--- config.mk ---
export PLATFORM = sky130hd
export DESIGN_NAME = thermal_ro_receiver
export DESIGN_NICKNAME = d
export VERILOG_FILES = /design/src/rtl/thermal_ro_receiver.sv
export SDC_FILE = /design/constraint.sdc
export NUM_CORES = 1
export LEC_CHECK = 0
export ABC_CLOCK_PERIOD_IN_PS = 7600
export CAP_MARGIN = 20
export CORE_MARGIN = 3
export CORE_UTILIZATION = 60
export DETAILED_ROUTE_END_ITERATION = 8
export MAX_ROUTING_LAYER = met4
export PLACE_DENSITY_LB_ADDON = 0.05
export SYNTH_ARGS = -nofsm -noshare
export SYNTH_HDL_FRONTEND = slang
export SYNTH_SLANG_ARGS = --single-unit
export TNS_END_PERCENT = 5
--- constraint.sdc ---
create_clock -name clk_main_a0 -period 7.6 [get_ports clk_main_a0]
set_clock_uncertainty 0.15 [all_clocks]
set_input_delay 1.52 -clock clk_main_a0 [delete_from_list [all_inputs] [get_ports clk_main_a0]]
set_output_delay 1.52 -clock clk_main_a0 [all_outputs]
set_load 0.01 [all_outputs]
--- src/rtl/thermal_ro_receiver.sv ---
// Counts ring-oscillator rising edges over a fixed window and decodes a bit by comparing against a latched threshold.
// Result strobe WINDOW_CYCLES+1 cycles after start; no backpressure, results hold until the next window completes.
module thermal_ro_receiver #(
  parameter int unsigned WINDOW_CYCLES = 65536,
  parameter int unsigned CNT_W         = 32
) (
  input  logic             clk_main_a0,
  input  logic             rst_main_n,
  input  logic             ro_sense,
  input  logic             start,
  input  logic             abort,
  input  logic [CNT_W-1:0] threshold,
  output logic             busy,
  output logic             meas_valid,
  output logic [CNT_W-1:0] meas_count,
  output logic             bit_out,
  output logic [15:0]      meas_seq
);

  localparam int unsigned WIN_W = (WINDOW_CYCLES > 2) ? $clog2(WINDOW_CYCLES) : 1;
  localparam logic [WIN_W-1:0] WIN_LAST = WIN_W'(WINDOW_CYCLES - 1);

  typedef enum logic [1:0] {
    S_IDLE,
    S_MEASURE,
    S_DONE
  } state_t;

  state_t           state;
  logic             ro_sync1;
  logic             ro_sync2;
  logic             ro_hist;
  logic             edge_pulse;
  logic [CNT_W-1:0] edge_cnt;
  logic [CNT_W-1:0] edge_cnt_next;
  logic [WIN_W-1:0] win_cnt;
  logic [CNT_W-1:0] thr_lat;

  assign edge_pulse = ro_sync2 & ~ro_hist;

  // Saturating increment; also feeds the final result so the last window cycle's edge is counted.
  always_comb begin
    edge_cnt_next = edge_cnt;
    if (edge_pulse && (edge_cnt != {CNT_W{1'b1}})) begin
      edge_cnt_next = edge_cnt + CNT_W'(1);
    end
  end

  always_ff @(posedge clk_main_a0 or negedge rst_main_n) begin
    if (!rst_main_n) begin
      state      <= S_IDLE;
      ro_sync1   <= 1'b0;
      ro_sync2   <= 1'b0;
      ro_hist    <= 1'b0;
      edge_cnt   <= '0;
      win_cnt    <= '0;
      thr_lat    <= '0;
      busy       <= 1'b0;
      meas_valid <= 1'b0;
      meas_count <= '0;
      bit_out    <= 1'b0;
      meas_seq   <= 16'd0;
    end else begin
      ro_sync1 <= ro_sense;
      ro_sync2 <= ro_sync1;
      ro_hist  <= ro_sync2;

      case (state)
        S_IDLE: begin
          meas_valid <= 1'b0;
          if (start && !abort) begin
            state    <= S_MEASURE;
            busy     <= 1'b1;
            edge_cnt <= '0;
            win_cnt  <= '0;
            thr_lat  <= threshold;
          end
        end

        S_MEASURE: begin
          if (abort) begin
            state <= S_IDLE;
            busy  <= 1'b0;
          end else begin
            edge_cnt <= edge_cnt_next;
            win_cnt  <= win_cnt + WIN_W'(1);
            if (win_cnt == WIN_LAST) begin
              state      <= S_DONE;
              busy       <= 1'b0;
              meas_valid <= 1'b1;
              meas_count <= edge_cnt_next;
              bit_out    <= (edge_cnt_next < thr_lat);
              meas_seq   <= meas_seq + 16'd1;
            end
          end
        end

        S_DONE: begin
          meas_valid <= 1'b0;
          if (start && !abort) begin
            state    <= S_MEASURE;
            busy     <= 1'b1;
            edge_cnt <= '0;
            win_cnt  <= '0;
            thr_lat  <= threshold;
          end else begin
            state <= S_IDLE;
          end
        end

        default: begin
          state      <= S_IDLE;
          busy       <= 1'b0;
          meas_valid <= 1'b0;
        end
      endcase
    end
  end

endmodule

==> reports/qor.json, run 1 <==
{
  "status": {"value": "finished, final reports clean"},
  "vias_after_detailed_routing": {"value": 5786},
  "post-synth-top-area-fraction": {"value": 0.4785},
  "initialDrtViolationCount": {"value": 476},
  "worstMarginPinSlew": {"value": 1.020, "unit": "ns"},
  "antenna_found_initial": {"value": 0},
  "crit_path_start_kind": {"value": "input pin"},
  "final.setup.tns": {"value": 0, "unit": "ns"},
  "worst_skew_pair.late_latency": {"value": 0.42, "unit": "ns"},
  "grt_util_all_layers": {"value": 0.2749},
  "ys_seq_elements": {"value": 136},
  "cts-htree-levels": {"value": 4},
  "cts_made_buffers": {"value": 17},
  "crit_required": {"value": 7.76, "unit": "ns"},
  "drt-total-wl": {"value": 16.55, "unit": "mm"},
  "top_cell_types_by_occurrence_after_synthesis": {"value": "sky130_fd_sc_hd__dfrtp_1 (136), sky130_fd_sc_hd__nand2_1 (117), sky130_fd_sc_hd__o21ai_0 (64)"},
  "slew_violations": {"value": 0},
  "maxCapViolCount": {"value": 0},
  "antenna_cells": {"value": 0},
  "final.period_utilization": {"value": 0.6083},
  "std_cell_rows": {"value": 39},
  "post_cts_setup_bufs": {"value": 0},
  "global_route_wire_length_before_repair": {"value": 27.94, "unit": "mm"},
  "dieHeight": {"value": 114.9, "unit": "um"},
  "synth_enable_flop_cells": {"value": 0},
  "die_x": {"value": 114.9, "unit": "um"},
  "layout.nets": {"value": 887},
  "cts-root-buf": {"value": "sky130_fd_sc_hd__clkbuf_16"},
  "post_cts_resize_count": {"value": 0},
  "drt_drc_violations_left": {"value": 0},
  "number_of_hold_buffers_added_after_cts": {"value": 0},
  "grt_max_degree": {"value": 81},
  "synth.most_common_cell": {"value": "sky130_fd_sc_hd__dfrtp_1"},
  "achievable-frequency": {"value": 0.2163, "unit": "GHz"},
  "detail_route.vias_per_cell": {"value": 5.953},
  "numClockSinks": {"value": 136},
  "antenna_left": {"value": 0},
  "clkSlewWorstSetupHoldPaths": {"value": 0.06, "unit": "ns"},
  "synthesis.instances": {"value": 733},
  "initial_cell_density_of_the_core": {"value": 0.6176},
  "postSynth.asyncResetShare": {"value": 1.000},
  "placeable_core_region": {"value": 11520, "unit": "um^2"},
  "cp_cell_sequence": {"value": "clkdlybuf4s50_1 -> inv_1 -> nand3b_1 -> or3_1 -> clkinv_1 -> mux2_2"},
  "place.gp.congestion": {"value": 0.8671},
  "worst_path_max_delay_cell": {"value": "sky130_fd_sc_hd__clkinv_1"},
  "cts_buffer_depth": {"value": 2},
  "mappedNetlistNets": {"value": 804},
  "grt_pass1_vias": {"value": 5705},
  "path_max_fanout": {"value": 28},
  "syn_area_per_cell": {"value": 9.702, "unit": "um^2"},
  "place_hpwl": {"value": 11.25, "unit": "mm"},
  "synth-warning-count": {"value": 0},
  "globalRouteOverflowTotal": {"value": 0},
  "largest_area_contributor_in_the_netlist": {"value": "sky130_fd_sc_hd__dfrtp_1"},
  "cts_tree": {"value": "built"},
  "layout_area_overhead": {"value": 22.13, "unit": "%"},
  "combined_area_of_all_synthesized_cells": {"value": 7112, "unit": "um^2"},
  "areal_power_density_over_the_cells": {"value": 203.5, "unit": "nW/um^2"},
  "path_class": {"value": "input pin to flop"},
  "setup_viol": {"value": 0},
  "post-route-util": {"value": 0.7542},
  "io_buffers": {"value": 87},
  "top_level_ports": {"value": 88},
  "rsz_0062_raised_after_global_routing": {"value": "no"},
  "firstDrtPassIters": {"value": 5},
  "path_category_of_the_worst_min_delay_check": {"value": "flop to flop"},
  "synth_flop_cell": {"value": "sky130_fd_sc_hd__dfrtp_1"},
  "post-route-min-period": {"value": 4.623, "unit": "ns"},
  "die-area": {"value": 13200, "unit": "um^2"},
  "maxSlewHeadroom": {"value": 0.3183},
  "ir_worst_vdd": {"value": 0.0001489, "unit": "V"},
  "worstPathArrival": {"value": 4.78, "unit": "ns"},
  "avgRoutedWirePerCell": {"value": 17.03, "unit": "um"},
  "cellLeakagePower": {"value": 0.003955, "unit": "uW"},
  "layout-drive-gt1-share": {"value": 0.09047},
  "synthDistinctLibCells": {"value": 55},
  "synth_top_cells_by_area": {"value": "sky130_fd_sc_hd__dfrtp_1 (48%), sky130_fd_sc_hd__nand2_1 (6.2%), sky130_fd_sc_hd__ha_1 (6.0%)"},
  "crit_path_end_kind": {"value": "flop"},
  "hold_violations": {"value": 0},
  "ys_seq_area_frac": {"value": 0.4785},
  "critPathMaxStageDelay": {"value": 0.79, "unit": "ns"}
}
==> stage by stage <==
| step | cells | hold slack, ns | total power, uW | setup slack, ns | area, um^2 |
|---|---|---|---|---|---|
| finish | 972 | 0.2007 | 1768 | 2.977 | 8686 |
| global route | 972 | 0.2154 | 1833 | 2.643 | 8686 |
| CTS | 971 | 0.2017 | 1772 | 2.974 | 8675 |
| detailed placement | 939 | 0.1886 | 965.7 | 2.562 | 8094 |
| global placement | 939 | 0.1857 | 957.1 | 2.712 | 8094 |
| floorplan | 733 | 0.1812 | 894.0 | 4.100 | 7112 |
==> power breakdown <==
group | leakage [uW] | internal [uW] | switching, uW
clock network | 0.000288 | 496 | 316
logic | 0.00183 | 69.1 | 103
registers | 0.00183 | 765 | 17.9
total | 0.00395 | 1330 | 437
==> cell type report <==
cell class / count / area [um^2]
tap: 143 / 178.9
clock buffer: 19 / 452.9
timing repair buffer: 93 / 920.9
multi-input combinational: 524 / 3437
clock inverter: 13 / 127.6
inverter: 44 / 165.2
sequential: 136 / 3403
fill: 830 / 2830
==> layout by cell type (no fill, tap or decap), types with 3 or more instances in the layout <==
cell type	instances
sky130_fd_sc_hd__dfrtp_1	136
sky130_fd_sc_hd__nand2_1	117
sky130_fd_sc_hd__clkdlybuf4s50_1	86
sky130_fd_sc_hd__o21ai_0	64
sky130_fd_sc_hd__inv_1	42
sky130_fd_sc_hd__ha_1	34
sky130_fd_sc_hd__xnor2_1	33
sky130_fd_sc_hd__nand3_1	29
sky130_fd_sc_hd__a21oi_1	27
sky130_fd_sc_hd__nor2_1	25
sky130_fd_sc_hd__mux2_2	23
sky130_fd_sc_hd__nand4_1	22
sky130_fd_sc_hd__xor2_1	20
sky130_fd_sc_hd__a31oi_1	19
sky130_fd_sc_hd__clkbuf_16	17
sky130_fd_sc_hd__nor3_1	12
sky130_fd_sc_hd__and3_1	12
sky130_fd_sc_hd__or3_1	12
sky130_fd_sc_hd__and4_1	7
sky130_fd_sc_hd__clkinv_2	7
sky130_fd_sc_hd__nand2b_1	6
sky130_fd_sc_hd__a22o_1	6
sky130_fd_sc_hd__a211oi_1	5
sky130_fd_sc_hd__buf_4	5
sky130_fd_sc_hd__o31ai_1	4
sky130_fd_sc_hd__o211ai_1	4
sky130_fd_sc_hd__nor4_1	3
sky130_fd_sc_hd__and2_1	3
sky130_fd_sc_hd__nand3b_1	3
sky130_fd_sc_hd__o22ai_1	3
==> registers in the layout, summed over array words and instances (netlist names) <==
signal	count
meas_count	32
state	2
thr_lat	32
edge_cnt	32
ro_sync1	1
bit_out	1
ro_hist	1
busy	1
win_cnt	16
meas_valid	1
meas_seq	16
ro_sync2	1
==> final timing paths <==
kind / cells past startpoint / startpoint / slack [ns] / to
setup / recovery: 6 / abort / 2.98 / meas_count[7]$_DFFE_PN0P_
hold / removal: 0 / ro_sync1$_DFF_PN0_ / 0.20 / ro_sync2$_DFF_PN0_
setup reg to reg: 14 / edge_cnt[0]$_DFFE_PN0P_ / 3.39 / bit_out$_DFFE_PN0P_
hold reg to reg: 0 / ro_sync1$_DFF_PN0_ / 0.20 / ro_sync2$_DFF_PN0_
max in group asynchronous: 2 / rst_main_n / 5.07 / meas_count[0]$_DFFE_PN0P_
min in group asynchronous: 1 / rst_main_n / 0.99 / thr_lat[11]$_DFFE_PN0P_
==> cell families (layout without fill, tap and decap cells) <==
family,Yosys count,after routing,synth area share
flip-flops,136,136,0.4785
buffers and inverters,73,169,0.03994
adder cells (fa/ha/maj),34,34,0.05982
AND/OR/NAND/NOR,271,271,0.1992
AO/OA/AOI/OAI,143,143,0.1209
multiplexers,23,23,0.03642
XOR/XNOR,53,53,0.06527
==> worst max-delay path, delay by kind of cell <==
family	cells	cell delay, ns
AND/OR/NAND/NOR	2	1.15
multiplexers	1	0.58
buffers and inverters	3	1.52
==> per-layer routing <==
| layer | vias to the layer above | global-route usage | routed length, um |
|---|---|---|---|
| met4 | 0 | 0.08842 | 248 |
| met1 | 2847 | 0.3560 | 7259 |
| li1 | 2750 | - | - |
| met3 | 20 | 0.05368 | 809 |
| met5 | - | - | 0 |
| met2 | 169 | 0.4387 | 8236 |
No activity file was read; power rests on OpenSTA's default activity.
==> run 2, diff against run 1 <==
--- a/config.mk
+++ b/config.mk
@@ -5,10 +5,10 @@
 export SDC_FILE = /design/constraint.sdc
 export NUM_CORES = 1
 export LEC_CHECK = 0
-export ABC_CLOCK_PERIOD_IN_PS = 7600
+export ABC_CLOCK_PERIOD_IN_PS = 4430
 export CAP_MARGIN = 20
 export CORE_MARGIN = 3
-export CORE_UTILIZATION = 60
+export CORE_UTILIZATION = 56
 export DETAILED_ROUTE_END_ITERATION = 8
 export MAX_ROUTING_LAYER = met4
 export PLACE_DENSITY_LB_ADDON = 0.05
==> constraint.sdc (replaced) <==
create_clock -name clk_main_a0 -period 4.43 [get_ports clk_main_a0]
set_clock_uncertainty 0.15 [all_clocks]
set_input_delay 0.886 -clock clk_main_a0 [delete_from_list [all_inputs] [get_ports clk_main_a0]]
set_output_delay 0.886 -clock clk_main_a0 [all_outputs]
set_load 0.01 [all_outputs]
==> reports/qor.json, run 2 (same netlist as run 1, synthesis figures left out) <==
{
  "worstMarginPinSlew": {"value": 0.9330, "unit": "ns", "change": "-0.08652 ns"},
  "layout_area_overhead": {"value": 22.99, "unit": "%"},
  "place.gp.congestion": {"value": 0.9213, "change": "+6.3%"},
  "cts-htree-levels": {"value": 4, "change": "unchanged"},
  "cts-root-buf": {"value": "sky130_fd_sc_hd__clkbuf_16"},
  "top_level_ports": {"value": 88, "change": "unchanged"},
  "dieHeight": {"value": 118.7, "unit": "um", "change": "+3.3%"},
  "status": {"value": "finished, final reports clean"},
  "drt-total-wl": {"value": 17.33, "unit": "mm", "change": "+4.7%"},
  "layout-drive-gt1-share": {"value": 0.09809, "change": "+0.007616"},
  "number_of_hold_buffers_added_after_cts": {"value": 0, "change": "unchanged"},
  "critical_path.reg2reg.endpoint": {"value": "bit_out$_DFFE_PN0P_"},
  "nFillCells": {"value": 961, "change": "+16%"},
  "cts_tree": {"value": "built"},
  "post_cts_setup_bufs": {"value": 0, "change": "unchanged"},
  "path_class": {"value": "flop to flop"},
  "path_max_fanout": {"value": 7, "change": "-75%"},
  "grt_use_met2": {"value": 0.4220, "change": "-0.01663"},
  "vias_after_detailed_routing": {"value": 5829, "change": "+0.74%"},
  "r2r_setup_slack": {"value": 0.45, "unit": "ns", "change": "-2.94 ns"},
  "placed_cells": {"value": 973, "change": "+3.6%"},
  "crit_path_end_kind": {"value": "flop"},
  "slew_violations": {"value": 0, "change": "unchanged"},
  "std_cell_rows": {"value": 40, "change": "+2.6%"},
  "areal_power_density_over_the_cells": {"value": 339.3, "unit": "nW/um^2", "change": "+67%"},
  "detail_route.vias_per_cell": {"value": 5.806, "change": "-2.5%"},
  "die-area": {"value": 14090, "unit": "um^2", "change": "+6.8%"},
  "grt_util_all_layers": {"value": 0.2644, "change": "-0.01047"},
  "min-delay-start": {"value": "ro_sync1$_DFF_PN0_"},
  "grtUsageMet1": {"value": 0.3368, "change": "-0.01916"},
  "path_category_of_the_worst_min_delay_check": {"value": "flop to flop"},
  "crit_path_start_kind": {"value": "flop"},
  "hold_violations": {"value": 0, "change": "unchanged"},
  "ff_latch_area": {"value": 3403, "unit": "um^2", "change": "unchanged"},
  "largestRegisters": {"value": "edge_cnt x32, meas_count x32, thr_lat x32"},
  "place_hpwl": {"value": 12.01, "unit": "mm", "change": "+6.8%"},
  "multiInputGateArea": {"value": 3443, "unit": "um^2", "change": "+0.18%"},
  "antenna_cells": {"value": 0, "change": "unchanged"},
  "placeable_core_region": {"value": 12210, "unit": "um^2", "change": "+6.0%"},
  "globalRouteOverflowTotal": {"value": 0, "change": "unchanged"},
  "rsz_0062_raised_after_global_routing": {"value": "no"},
  "finish.cell_count_without_fillers": {"value": 1004, "change": "+3.3%"},
  "io_buffers": {"value": 87, "change": "unchanged"},
  "worst_r2r_path_depth": {"value": 13, "change": "-1"},
  "cts_made_buffers": {"value": 17, "change": "unchanged"},
  "hold_path_depth": {"value": 0, "change": "unchanged"},
  "clkSlewWorstSetupHoldPaths": {"value": 0.06, "unit": "ns", "change": "about the same"},
  "antenna_found_initial": {"value": 0, "change": "unchanged"},
  "final.setup.tns": {"value": 0, "unit": "ns", "change": "unchanged"},
  "grt_pass1_vias": {"value": 5830, "change": "+2.2%"},
  "achievable-frequency": {"value": 0.2514, "unit": "GHz"},
  "worst_skew_pair.late_latency": {"value": 0.42, "unit": "ns", "change": "about the same"},
  "post-place-ws": {"value": 0.3017, "unit": "ns", "change": "-2.260 ns"},
  "maxSlewHeadroom": {"value": 0.3780, "change": "+0.05973"},
  "post_cts_resize_count": {"value": 0, "change": "unchanged"},
  "worstPathArrival": {"value": 4.16, "unit": "ns", "change": "-0.62 ns"},
  "global_route_wire_length_before_repair": {"value": 29.12, "unit": "mm", "change": "+4.2%"},
  "setup_viol": {"value": 0, "change": "unchanged"},
  "min_delay_worst_endpoint": {"value": "ro_sync2$_DFF_PN0_"},
  "antenna_left": {"value": 0, "change": "unchanged"},
  "final_common_cell": {"value": "sky130_fd_sc_hd__dfrtp_1"},
  "grt_most_used_layer": {"value": "met2"},
  "globalRouteMet3Util": {"value": 0.05789, "change": "+0.004211"},
  "avgRoutedWirePerCell": {"value": 17.26, "unit": "um", "change": "+1.4%"},
  "ir_worst_vdd": {"value": 0.0003363, "unit": "V", "change": "+130%"},
  "numClockSinks": {"value": 136, "change": "unchanged"},
  "initialDrtViolationCount": {"value": 361, "change": "-24%"},
  "crit_required": {"value": 4.61, "unit": "ns", "change": "-3.15 ns"},
  "cts_buffer_depth": {"value": 2, "change": "unchanged"},
  "drt_drc_violations_left": {"value": 0, "change": "unchanged"},
  "layout.nets": {"value": 895, "change": "+0.90%"},
  "firstDrtPassIters": {"value": 5, "change": "unchanged"},
  "postLayoutSetupSlackWorst": {"value": 0.4515, "unit": "ns", "change": "-2.525 ns"},
  "cellLeakagePower": {"value": 0.003985, "unit": "uW", "change": "+0.76%"},
  "die_x": {"value": 118.7, "unit": "um", "change": "+3.3%"},
  "grt_max_degree": {"value": 104, "change": "+28%"},
  "final_cell_mix": {"value": "sky130_fd_sc_hd__dfrtp_1 (136), sky130_fd_sc_hd__nand2_1 (117), sky130_fd_sc_hd__clkdlybuf4s50_1 (86), sky130_fd_sc_hd__o21ai_0 (64), sky130_fd_sc_hd__inv_1 (42)"},
  "post-route-min-period": {"value": 3.978, "unit": "ns"},
  "final.period_utilization": {"value": 0.8981},
  "rr_startpoint": {"value": "edge_cnt[8]$_DFFE_PN0P_"},
  "maxCapViolCount": {"value": 0, "change": "unchanged"},
  "initial_cell_density_of_the_core": {"value": 0.5824, "change": "-0.03518"}
}
[run 2: layout make-up]
cell class / instances / share of cell area
multi-input cells: 524 / 0.3936
flip-flops and latches: 136 / 0.3891
repair buffers: 101 / 0.1117
clock buffers: 21 / 0.05378
well taps: 168 / 0.02403
inverters: 44 / 0.01888
clock inverters: 10 / 0.008869
[run 2: routing by layer]
layer  routed length, um  vias to the layer above  share of wire
li1                    -                     2768              -
met1                7498                     2851           0.43
met2                8621                      175           0.50
met3                 888                       35          0.051
met4                 325                        0          0.019
met5                   0                        -              0
[run 2: critical path, stage by stage (launching register included)]
cell	delay, ns
sky130_fd_sc_hd__dfrtp_1	0.47
sky130_fd_sc_hd__nand4_2	0.23
sky130_fd_sc_hd__nor4_2	0.68
sky130_fd_sc_hd__a31oi_1	0.23
sky130_fd_sc_hd__buf_4	0.21
sky130_fd_sc_hd__nand4_1	0.15
sky130_fd_sc_hd__xnor2_1	0.19
sky130_fd_sc_hd__ha_1	0.30
sky130_fd_sc_hd__a211oi_1	0.18
sky130_fd_sc_hd__o21ai_0	0.14
sky130_fd_sc_hd__a221oi_2	0.43
sky130_fd_sc_hd__and3_1	0.23
sky130_fd_sc_hd__a221oi_1	0.08
sky130_fd_sc_hd__o31ai_1	0.23
[run 2: metrics by stage]
stage	cell area [um^2]	hold slack (ns)	utilization	power (uW)
CTS	8741	0.2009	0.7158	2991
global route	8747	0.2155	0.7163	3096
detailed placement	8193	0.1879	0.6709	1671
floorplan	7112	0.1812	-	1534
finish	8747	0.2010	0.7163	2968
global placement	8193	0.1918	0.6709	1656
[run 2: where the power goes]
group          switching (uW)  leakage, uW  internal (uW)
Combinational             186      0.00187            122
Clock                     515     0.000278            803
Sequential               30.1      0.00183           1310
[run 2: how the worst max path moves through the flow]
stage                             from                  end  slack [ns]  cells after the start
4_1_cts        edge_cnt[8]$_DFFE_PN0P_  bit_out$_DFFE_PN0P_        0.24                     13
3_5_place_dp   edge_cnt[8]$_DFFE_PN0P_  bit_out$_DFFE_PN0P_        0.30                     13
5_1_grt        edge_cnt[0]$_DFFE_PN0P_  bit_out$_DFFE_PN0P_        0.20                     14
2_1_floorplan  edge_cnt[0]$_DFFE_PN0P_  bit_out$_DFFE_PN0P_        0.93                     15
6_report       edge_cnt[8]$_DFFE_PN0P_  bit_out$_DFFE_PN0P_        0.45                     13
3_3_place_gp   edge_cnt[8]$_DFFE_PN0P_  bit_out$_DFFE_PN0P_        0.44                     13
